## src/rtl/serial_pkg.sv

```systemverilog
// Shared definitions for the serial receiver: FSM state encoding, parity
// mode constants and the parity-check helper.
package serial_pkg;

    // Receiver frame states.
    typedef enum logic [2:0] {
        ST_IDLE      = 3'd0,
        ST_START     = 3'd1,
        ST_DATA      = 3'd2,
        ST_PARITY    = 3'd3,
        ST_STOP      = 3'd4,
        ST_DELIVER   = 3'd5,
        ST_WAIT_HIGH = 3'd6
    } rx_state_e;

    // Parity modes selected by the PARITY parameter.
    localparam int PAR_NONE = 0;
    localparam int PAR_EVEN = 1;
    localparam int PAR_ODD  = 2;

    // Returns 1 when the data XOR plus the received parity bit disagree
    // with the selected mode. Even mode expects an even count of ones
    // across data and parity; odd mode expects an odd count.
    function automatic logic parity_error(input logic data_xor,
                                          input logic par_bit,
                                          input int   mode);
        logic ones_odd;
        ones_odd = data_xor ^ par_bit;
        case (mode)
            PAR_EVEN: return ones_odd;
            PAR_ODD:  return ~ones_odd;
            default:  return 1'b0;
        endcase
    endfunction

endpackage

```

## src/rtl/serial_baud_gen.sv

```systemverilog
// Sample-tick generator: one tick every div+1 clk cycles while enabled.
// The counter sits at zero while disabled and restarts on request, so the
// first tick after a restart lands exactly div+1 cycles later.
module serial_baud_gen #(
    parameter int DIV_W = 8
) (
    input  logic             clk,
    input  logic             rst_n,
    input  logic             en,
    input  logic             restart,
    input  logic [DIV_W-1:0] div,
    output logic             tick
);

    logic [DIV_W-1:0] r_cnt;
    logic             w_wrap;

    assign w_wrap = (r_cnt == div);
    assign tick   = en && !restart && w_wrap;

    // Free-running divisor counter, cleared when idle or restarted.
    always_ff @(posedge clk or negedge rst_n) begin
        if (!rst_n) begin
            r_cnt <= '0;
        end else if (!en || restart) begin
            r_cnt <= '0;
        end else if (w_wrap) begin
            r_cnt <= '0;
        end else begin
            r_cnt <= r_cnt + DIV_W'(1);
        end
    end

endmodule

```

## src/rtl/serial_rx_cfg.sv

```systemverilog
// Configurable oversampling serial receiver with parity, framing and break
// detection, a valid/ready output handshake and a sticky overrun flag.
module serial_rx_cfg
    import serial_pkg::*;
#(
    parameter int DATA_BITS  = 8,
    parameter int OVERSAMPLE = 4,
    parameter int PARITY     = 0,
    parameter int STOP_BITS  = 1,
    parameter int DIV_W      = 8
) (
    input  logic                 clk,
    input  logic                 rst_n,
    input  logic [DIV_W-1:0]     baud_div,
    input  logic                 rxserialin,
    output logic [DATA_BITS-1:0] rx_data,
    output logic                 rx_perr,
    output logic                 rx_ferr,
    output logic                 rx_break,
    output logic                 rx_valid,
    input  logic                 rx_ready,
    output logic                 overrun,
    input  logic                 clr_ovr
);

    localparam int TCW = (OVERSAMPLE > 2) ? $clog2(OVERSAMPLE) : 1;
    localparam int BCW = $clog2(DATA_BITS + 1);

    localparam logic [TCW-1:0] HALF_M1 = TCW'(OVERSAMPLE / 2 - 1);
    localparam logic [TCW-1:0] FULL_M1 = TCW'(OVERSAMPLE - 1);
    localparam logic [BCW-1:0] DATA_M1 = BCW'(DATA_BITS - 1);
    localparam logic [BCW-1:0] STOP_M1 = BCW'(STOP_BITS - 1);

    // Synchroniser and edge detection.
    logic r_sync1;
    logic r_sync2;
    logic r_rx_prev;
    logic w_rx;
    logic w_start_edge;

    // Frame engine state.
    rx_state_e            r_state;
    logic [DIV_W-1:0]     r_div;
    logic [TCW-1:0]       r_tcnt;
    logic [BCW-1:0]       r_bcnt;
    logic [DATA_BITS-1:0] r_shift;
    logic                 r_perr;
    logic                 r_ferr;
    logic                 r_all_zero;

    // Tick generation.
    logic w_baud_en;
    logic w_tick;
    logic w_sample_start;
    logic w_sample_bit;

    assign w_rx         = r_sync2;
    assign w_start_edge = r_rx_prev && !w_rx;

    assign w_baud_en = (r_state == ST_START)  || (r_state == ST_DATA) ||
                       (r_state == ST_PARITY) || (r_state == ST_STOP);

    // Start bit is sampled half a bit in; every later bit a full bit on.
    assign w_sample_start = w_tick && (r_tcnt == HALF_M1);
    assign w_sample_bit   = w_tick && (r_tcnt == FULL_M1);

    serial_baud_gen #(
        .DIV_W (DIV_W)
    ) u_baud_gen (
        .clk     (clk),
        .rst_n   (rst_n),
        .en      (w_baud_en),
        .restart (w_start_edge && (r_state == ST_IDLE)),
        .div     (r_div),
        .tick    (w_tick)
    );

    // Two-flop synchroniser plus one history flop for falling-edge detection.
    // NOTE: these reset to 1 (idle line level) so reset release can never
    // look like a start edge.
    always_ff @(posedge clk or negedge rst_n) begin
        if (!rst_n) begin
            r_sync1   <= 1'b1;
            r_sync2   <= 1'b1;
            r_rx_prev <= 1'b1;
        end else begin
            // NOTE: non-blocking assignments make this a true shift chain;
            // blocking ones would collapse it into a single flop.
            r_sync1   <= rxserialin;
            r_sync2   <= r_sync1;
            r_rx_prev <= r_sync2;
        end
    end

    // Frame FSM with its datapath and the registered output handshake.
    always_ff @(posedge clk or negedge rst_n) begin
        if (!rst_n) begin
            r_state    <= ST_IDLE;
            r_div      <= '0;
            r_tcnt     <= '0;
            r_bcnt     <= '0;
            r_shift    <= '0;
            r_perr     <= 1'b0;
            r_ferr     <= 1'b0;
            r_all_zero <= 1'b0;
            rx_data    <= '0;
            rx_perr    <= 1'b0;
            rx_ferr    <= 1'b0;
            rx_break   <= 1'b0;
            rx_valid   <= 1'b0;
            overrun    <= 1'b0;
        end else begin
            // NOTE: these are defaults; a later assignment to the same
            // register in the DELIVER branch below overrides them, which is
            // how a same-cycle overrun wins over clr_ovr.
            if (rx_valid && rx_ready) begin
                rx_valid <= 1'b0;
            end
            if (clr_ovr) begin
                overrun <= 1'b0;
            end

            case (r_state)
                ST_IDLE: begin
                    r_tcnt <= '0;
                    r_bcnt <= '0;
                    if (w_start_edge) begin
                        r_div   <= baud_div;
                        r_state <= ST_START;
                    end
                end

                ST_START: begin
                    if (w_sample_start) begin
                        r_tcnt <= '0;
                        if (w_rx) begin
                            // Line went back high: glitch, not a frame.
                            r_state <= ST_IDLE;
                        end else begin
                            r_bcnt     <= '0;
                            r_perr     <= 1'b0;
                            r_ferr     <= 1'b0;
                            r_all_zero <= 1'b1;
                            r_state    <= ST_DATA;
                        end
                    end else if (w_tick) begin
                        r_tcnt <= r_tcnt + TCW'(1);
                    end
                end

                ST_DATA: begin
                    if (w_sample_bit) begin
                        r_tcnt     <= '0;
                        r_shift    <= {w_rx, r_shift[DATA_BITS-1:1]};
                        r_all_zero <= r_all_zero && !w_rx;
                        if (r_bcnt == DATA_M1) begin
                            r_bcnt  <= '0;
                            r_state <= (PARITY == PAR_NONE) ? ST_STOP : ST_PARITY;
                        end else begin
                            r_bcnt <= r_bcnt + BCW'(1);
                        end
                    end else if (w_tick) begin
                        r_tcnt <= r_tcnt + TCW'(1);
                    end
                end

                ST_PARITY: begin
                    if (w_sample_bit) begin
                        r_tcnt     <= '0;
                        r_perr     <= parity_error(^r_shift, w_rx, PARITY);
                        r_all_zero <= r_all_zero && !w_rx;
                        r_state    <= ST_STOP;
                    end else if (w_tick) begin
                        r_tcnt <= r_tcnt + TCW'(1);
                    end
                end

                ST_STOP: begin
                    if (w_sample_bit) begin
                        r_tcnt     <= '0;
                        r_all_zero <= r_all_zero && !w_rx;
                        if (!w_rx) begin
                            r_ferr <= 1'b1;
                        end
                        if (r_bcnt == STOP_M1) begin
                            r_bcnt  <= '0;
                            r_state <= ST_DELIVER;
                        end else begin
                            r_bcnt <= r_bcnt + BCW'(1);
                        end
                    end else if (w_tick) begin
                        r_tcnt <= r_tcnt + TCW'(1);
                    end
                end

                ST_DELIVER: begin
                    if (!rx_valid || rx_ready) begin
                        rx_data  <= r_shift;
                        rx_perr  <= r_perr;
                        rx_ferr  <= r_ferr;
                        rx_break <= r_all_zero;
                        rx_valid <= 1'b1;
                    end else begin
                        // Previous word still unread: drop the new one.
                        overrun <= 1'b1;
                    end
                    r_state <= w_rx ? ST_IDLE : ST_WAIT_HIGH;
                end

                ST_WAIT_HIGH: begin
                    // Held low (break or bad stop): re-arm only once high.
                    if (w_rx) begin
                        r_state <= ST_IDLE;
                    end
                end

                default: begin
                    r_state <= ST_IDLE;
                end
            endcase
        end
    end

endmodule

```

## config.mk

```make
export PLATFORM = sky130hd
export DESIGN_NAME = serial_rx_cfg
export DESIGN_NICKNAME = d
export VERILOG_FILES = /design/src/rtl/serial_pkg.sv /design/src/rtl/serial_baud_gen.sv /design/src/rtl/serial_rx_cfg.sv
export SDC_FILE = /design/constraint.sdc
export NUM_CORES = 1
export LEC_CHECK = 0
export CAP_MARGIN = 30
export CORE_UTILIZATION = 55
export CTS_CLUSTER_SIZE = 28
export DETAILED_ROUTE_END_ITERATION = 7
export DONT_BUFFER_PORTS = 1
export PLACE_DENSITY = 0.7
export SLEW_MARGIN = 5
export SYNTH_ARGS = -nofsm -noshare
export SYNTH_HDL_FRONTEND = slang
export SYNTH_HIERARCHICAL = 1
export SYNTH_SLANG_ARGS = --single-unit
```

## constraint.sdc

```tcl
create_clock -name clk -period 3 [get_ports clk]
set_input_delay 0.75 -clock clk [delete_from_list [all_inputs] [get_ports clk]]
set_output_delay 0.75 -clock clk [all_outputs]
set_load 0.005 [all_outputs]
```

-- After elaboration in Yosys (flattened, before gate mapping)
Index checks and enable logic that the tools add are counted.
- bits in registers: 52
- latch bits: 0
- bits in writable memories: 0
- bits in read-only memories: 0
- input bits: 13
- memories kept: 0
- add/subtract/negate cells: 3
- multipliers: 0
- divide/modulo/power cells: 0
- order comparisons: 0
- equality and inequality tests: 21
- shift-type cells: 0
- muxes and demuxes: 40
- bitwise logic cells: 0
- reductions and logical operators: 33
- operators by type and width (kind ; number):
    $mux 3 ; 9
    $mux 4 ; 6
    $pmux 3 s7 ; 1
    $mux 8 ; 2
    $ne 2x2->1 const B ; 8
    $pmux 4 s4 ; 1
    $mux 1 ; 13
    $reduce_and 5->1 ; 2
    $eq 3x3->1 const B ; 3
    $add 8x1->8 const B ; 1
    $eq 8x8->1 ; 1
    $logic_and 1x1->1 ; 8
    $mux 2 ; 4
    $reduce_and 4->1 ; 2
    $reduce_and 8->1 ; 1
    $eq 3x2->1 const B ; 2
    $ne 2x1->1 const B ; 3
    $pmux 1 s2 ; 3
    $pmux 2 s3 ; 1
    $reduce_and 2->1 ; 3
    $reduce_bool 2->1 ; 3
    $logic_or 1x1->1 ; 5
    $add 4x1->4 const B ; 1
    $eq 4x3->1 const B ; 1
    10 further kinds ; 13

-- Logic depth before layout (Yosys ltp)
- depth after elaboration: 9
- gate-level depth with buffers: 11
- gate-level depth less buffers: 9

-- By module
The synthesis kept the hierarchy.
- by module, submodules not included (module ; times used ; cells an instance ; area each (µm²) ; seq. area each (µm²)):
    serial_rx_cfg ; 1 ; 175 ; 1973.1 ; 1054.8
    serial_baud_gen ; 1 ; 47 ; 520.5 ; 200.2

-- Worst setup path before layout
No wires, ideal clock.
- kind: reg-to-reg
- from: register r_state[0]
- to: register r_state[0]
- setup time: 127 ps
- arrival: 2382 ps
- data required time: 2873 ps
- slack: 490 ps
- cell stages (with the launch flop): 12
- path buffers: 2
- path through: dfrtp_1 buf_2 nor3_1 nand3b_2 clkinv_1 and4b_1 buf_4 and3b_1 a21oi_1 o211ai_1 nor2b_4 mux2_1
- cells in the longest elaborated chain, start to end: 9
- elaborated cells between the ends (all ways): 26
- those cells by class: eq/ne: 14; mux: 1; reduce/logical: 11
- ends and longest elaborated chain (item ; RTL line ; text):
    start, declared ; serial_rx_cfg.sv:42 ; rx_state_e r_state;
    start signal, assigned ; serial_rx_cfg.sv:158 ; r_state <= (PARITY == PAR_NONE) ? ST_STOP : ST_PARITY;
    start signal, assigned ; serial_rx_cfg.sv:207 ; r_state <= w_rx ? ST_IDLE : ST_WAIT_HIGH;
    $eq 3x1->1 or $eq 3x2->1 (tied branches) ; serial_rx_cfg.sv:60 ; assign w_baud_en = (r_state == ST_START) || (r_state == ST_DATA) ||
    $logic_or 1x1->1 (2 in a row) ; serial_rx_cfg.sv:60 ;
    $logic_or 1x1->1 ; serial_rx_cfg.sv:61 ; (r_state == ST_PARITY) || (r_state == ST_STOP);
    $logic_and 1x1->1 * (2 in a row) ; serial_baud_gen.sv:19 ; assign tick = en && !restart && w_wrap;
    named net w_tick ; serial_rx_cfg.sv:53 ; logic w_tick;
    $logic_and 1x1->1, on equally long branches ; serial_rx_cfg.sv:65, serial_rx_cfg.sv:64 ;
    $ne 2x2->1 (no source line) ; - ;
    $reduce_and 8->1 (no source line) * ; - ;
The timed path passes the listed nets; every way through them passes the cells marked *.
A chain may end at the register's enable or synchronous reset.

-- Worst setup path in the final report
- from: register r_sync2
- to: register r_state[0]
- cells in the longest elaborated chain, start to end: 9
- elaborated cells between the ends (all ways): 15
- those cells by class: eq/ne: 6; reduce/logical: 9
- ends and longest elaborated chain (item ; RTL line ; text):
    start, declared ; serial_rx_cfg.sv:36 ; logic r_sync2;
    start signal, assigned ; serial_rx_cfg.sv:90 ; r_sync2 <= r_sync1;
    $logic_not 1->1 * ; - ;
    $logic_and 1x1->1 * ; serial_rx_cfg.sv:58 ; assign w_start_edge = r_rx_prev && !w_rx;
    $logic_and 1x1->1 * ; serial_rx_cfg.sv:73 ; .restart (w_start_edge && (r_state == ST_IDLE)),
    $logic_not 1->1 * ; serial_baud_gen.sv:19 ;
    $logic_and 1x1->1 * (2 in a row) ; serial_baud_gen.sv:19 ;
    named net w_tick ; serial_rx_cfg.sv:53 ;
    $logic_and 1x1->1, on equally long branches ; serial_rx_cfg.sv:65, serial_rx_cfg.sv:64 ;
    $ne 2x2->1 (no source line) ; - ;
    $reduce_and 8->1 (no source line) * ; - ;
Marks and branches as above.

==> results.toml <==
[pwr]
p_leak_uw = 0.00124
vdd_ir_drop_max_uv = 326
p_per_area_mw_per_mm2 = 699
p_total_uw = 1850

[run_status]
outcome = "finished clean"

[routing]
drc_errors = 0
wire_per_inst_um = 16.1
wl_um = 4530
dr.pass1.iters = 4
via_per_inst = 5.97
antenna_left = 0
drt_iter0_drc = 80
num_vias = 1678

[sta]
timing.final.ws_setup_ps = 418
drv_slew = 0
hold_violations = 0
post-route-min-period_ps = 2580
max_freq_ghz = 0.387
grt_setup_unrepaired = "false"
setup_viol = 0
fin_skew_ps = 12.6
finalSetupTns_ps = 0
finalCritPeriodShare = 0.861

[grt]
grt_pass1_vias = 1746
antenna_found_initial = 0
grt_usage = 0.209
grt_remaining_overflow = 0
grt_max_degree = 51
grt_pass1_wl_um = 8070

[clocking]
cts_tree = "yes"
ctsHoldBuffers = 0
root_buffer = "clkbuf_8"
cts.sinks = 50
clock_latency_ps = 300
numCtsBuffers = 5
htreeDepth = 2
clkTransAtPathRegs_ps = 90
clockBufferDepth = 2
cts_resized = 0
postCtsSetupBuffers = 0

[synthesis]
avgSynthCellArea_um2 = 11.2
async_flop_share = 1.00
synth.cell_area_mm2 = 0.00249
synth_seq_cells = 50
synth_edf_count = 0
synthDistinctLibCells = 55
syn_nets = 240
synthFlopType = "dfrtp_1"
synthCells = 222
yosysSeqAreaShare = 0.503
yosys_warnings = 6

[setup_path]
regToRegSetupSlack_ps = 420
r2r.worst_path.cells = 9
worstSetupStartpointType = "register"
r2r_start = "r_sync2$_DFF_PN1_"
worst_setup_path_end_kind = "register"
timing.rr.end = "r_state[0]$_DFFE_PN0P_"
crit_fanout = 9
required_ps = 3180
crit_type = "reg2reg"
arrival_ps = 2760

[placed_design]
pre_cts_slack_ps = 473
dp_hpwl_um = 3270
dpl.cell_count = 273
gp_congestion = 0.806
portBuffers = 0

[final_layout]
final_cell_mix = "dfrtp_1 (47), nand2_1 (35), mux2_2 (19)"
nets = 246
layout-drive-gt1-share = 0.218
layout.cells.non_filler = 281
synthToLayoutAreaGrowth_pct = 6.32
diodes = 0
final_common_cell = "dfrtp_1"

[die]
start_util = 0.573
die-area_mm2 = 0.00481
rows = 24
die_y_um = 69.3
fp.dieW_um = 69.3
ios = 26
core_area_mm2 = 0.00435

[hold_path]
holdCritPathClass = "in2async"

[flow_run]
max-cap-violations = 0
-- metrics by stage --
step                      instance area [um^2]  hold WS, ps   util
final                                     2650          127  0.609
after global routing                      2650          103  0.609
after CTS                                 2650          116  0.609
after detailed placement                  2560          347  0.589
after global placement                    2560          350  0.589
after floorplan                           2490          345      -
-- critical path, stage by stage, from the launching register on --
cell and delay (ps):
dfstp_2 620, nor3_1 100, nand3b_2 190, clkinv_1 120, and4b_1 380, and2_0 310
o21ai_0 120, o211ai_1 120, nor2b_4 190, mux2_1 330
-- worst max path at each step --
stage | startpoint | to | slack, ps | cells past startpoint
after global placement | r_sync2$_DFF_PN1_ | r_state[1]$_DFFE_PN0P_ | 580 | 9
after detailed placement | r_sync2$_DFF_PN1_ | r_state[0]$_DFFE_PN0P_ | 470 | 9
after floorplan | r_state[0]$_DFFE_PN0P_ | r_state[0]$_DFFE_PN0P_ | 490 | 11
final | r_sync2$_DFF_PN1_ | r_state[0]$_DFFE_PN0P_ | 420 | 9
after global routing | r_sync2$_DFF_PN1_ | r_state[0]$_DFFE_PN0P_ | 220 | 9
after CTS | r_sync2$_DFF_PN1_ | r_state[0]$_DFFE_PN0P_ | 410 | 9
-- synthesized netlist by cell type (all sizes together) (2+ instances only) --
cell    number  area share
nor3         2      0.0040
a211oi       7       0.025
nand3b       3       0.011
buf         10       0.025
mux2        21       0.095
nand2b       4       0.010
o21ai       10       0.022
nor2b        4       0.013
a32o         2      0.0080
a221oi       3       0.011
nor3b        3       0.011
inv          5      0.0075
a31oi        3      0.0075
dfrtp       47        0.47
xnor2        2      0.0070
dfstp        3       0.032
nand2       35       0.053
nor2         7       0.011
nand4        2      0.0050
ha           5       0.025
or3          3      0.0075
xor2        11       0.042
and2         2      0.0050
a21oi        3      0.0060
nor4         3       0.020
nand3        5       0.010
-- kinds of logic after synthesis --
logic type | Yosys count | share of synthesized area
simple gates | 79 | 0.181
flops | 50 | 0.503
compound gates | 37 | 0.111
fa+ha+maj | 5 | 0.0251
other cells | 1 | 0.00150
mux | 21 | 0.0948
xor+xnor | 13 | 0.0487
buf+inv | 16 | 0.0341
-- where the power goes --
| part | internal [uW] | switching (uW) | total, uW |
|---|---|---|---|
| Clock | 164 | 216 | 380 |
| Sequential | 764 | 90.6 | 855 |
| Combinational | 260 | 359 | 620 |
-- flip-flops by register name (all words and copies together), names as in the netlist --
signal            count
u_baud_gen/r_cnt      8
rx_break              1
rx_valid              1
r_state               3
r_rx_prev             1
r_all_zero            1
r_div                 8
r_sync1               1
r_tcnt                2
rx_data               8
r_ferr                1
r_shift               8
overrun               1
rx_ferr               1
r_bcnt                4
r_sync2               1
-- routing by layer --
metal | part of all wire | global-route usage | up-vias
li1 | - | - | 789
met1 | 0.42 | 0.259 | 839
met2 | 0.53 | 0.356 | 41
met3 | 0.037 | 0.0494 | 9
met4 | 0.018 | 0.0726 | 0
met5 | 0 | 0 | -
-- area by class of cell --
| class | count | area, um^2 |
|---|---|---|
| clock buffer | 6 | 72.6 |
| clock inverter | 2 | 15.0 |
| fill | 364 | 1700 |
| inverter | 6 | 22.5 |
| multi-input combinational | 156 | 1150 |
| sequential | 50 | 1250 |
| tap | 52 | 65.1 |
| timing repair buffer | 9 | 67.6 |
No activity file was read; power rests on OpenSTA's default activity.
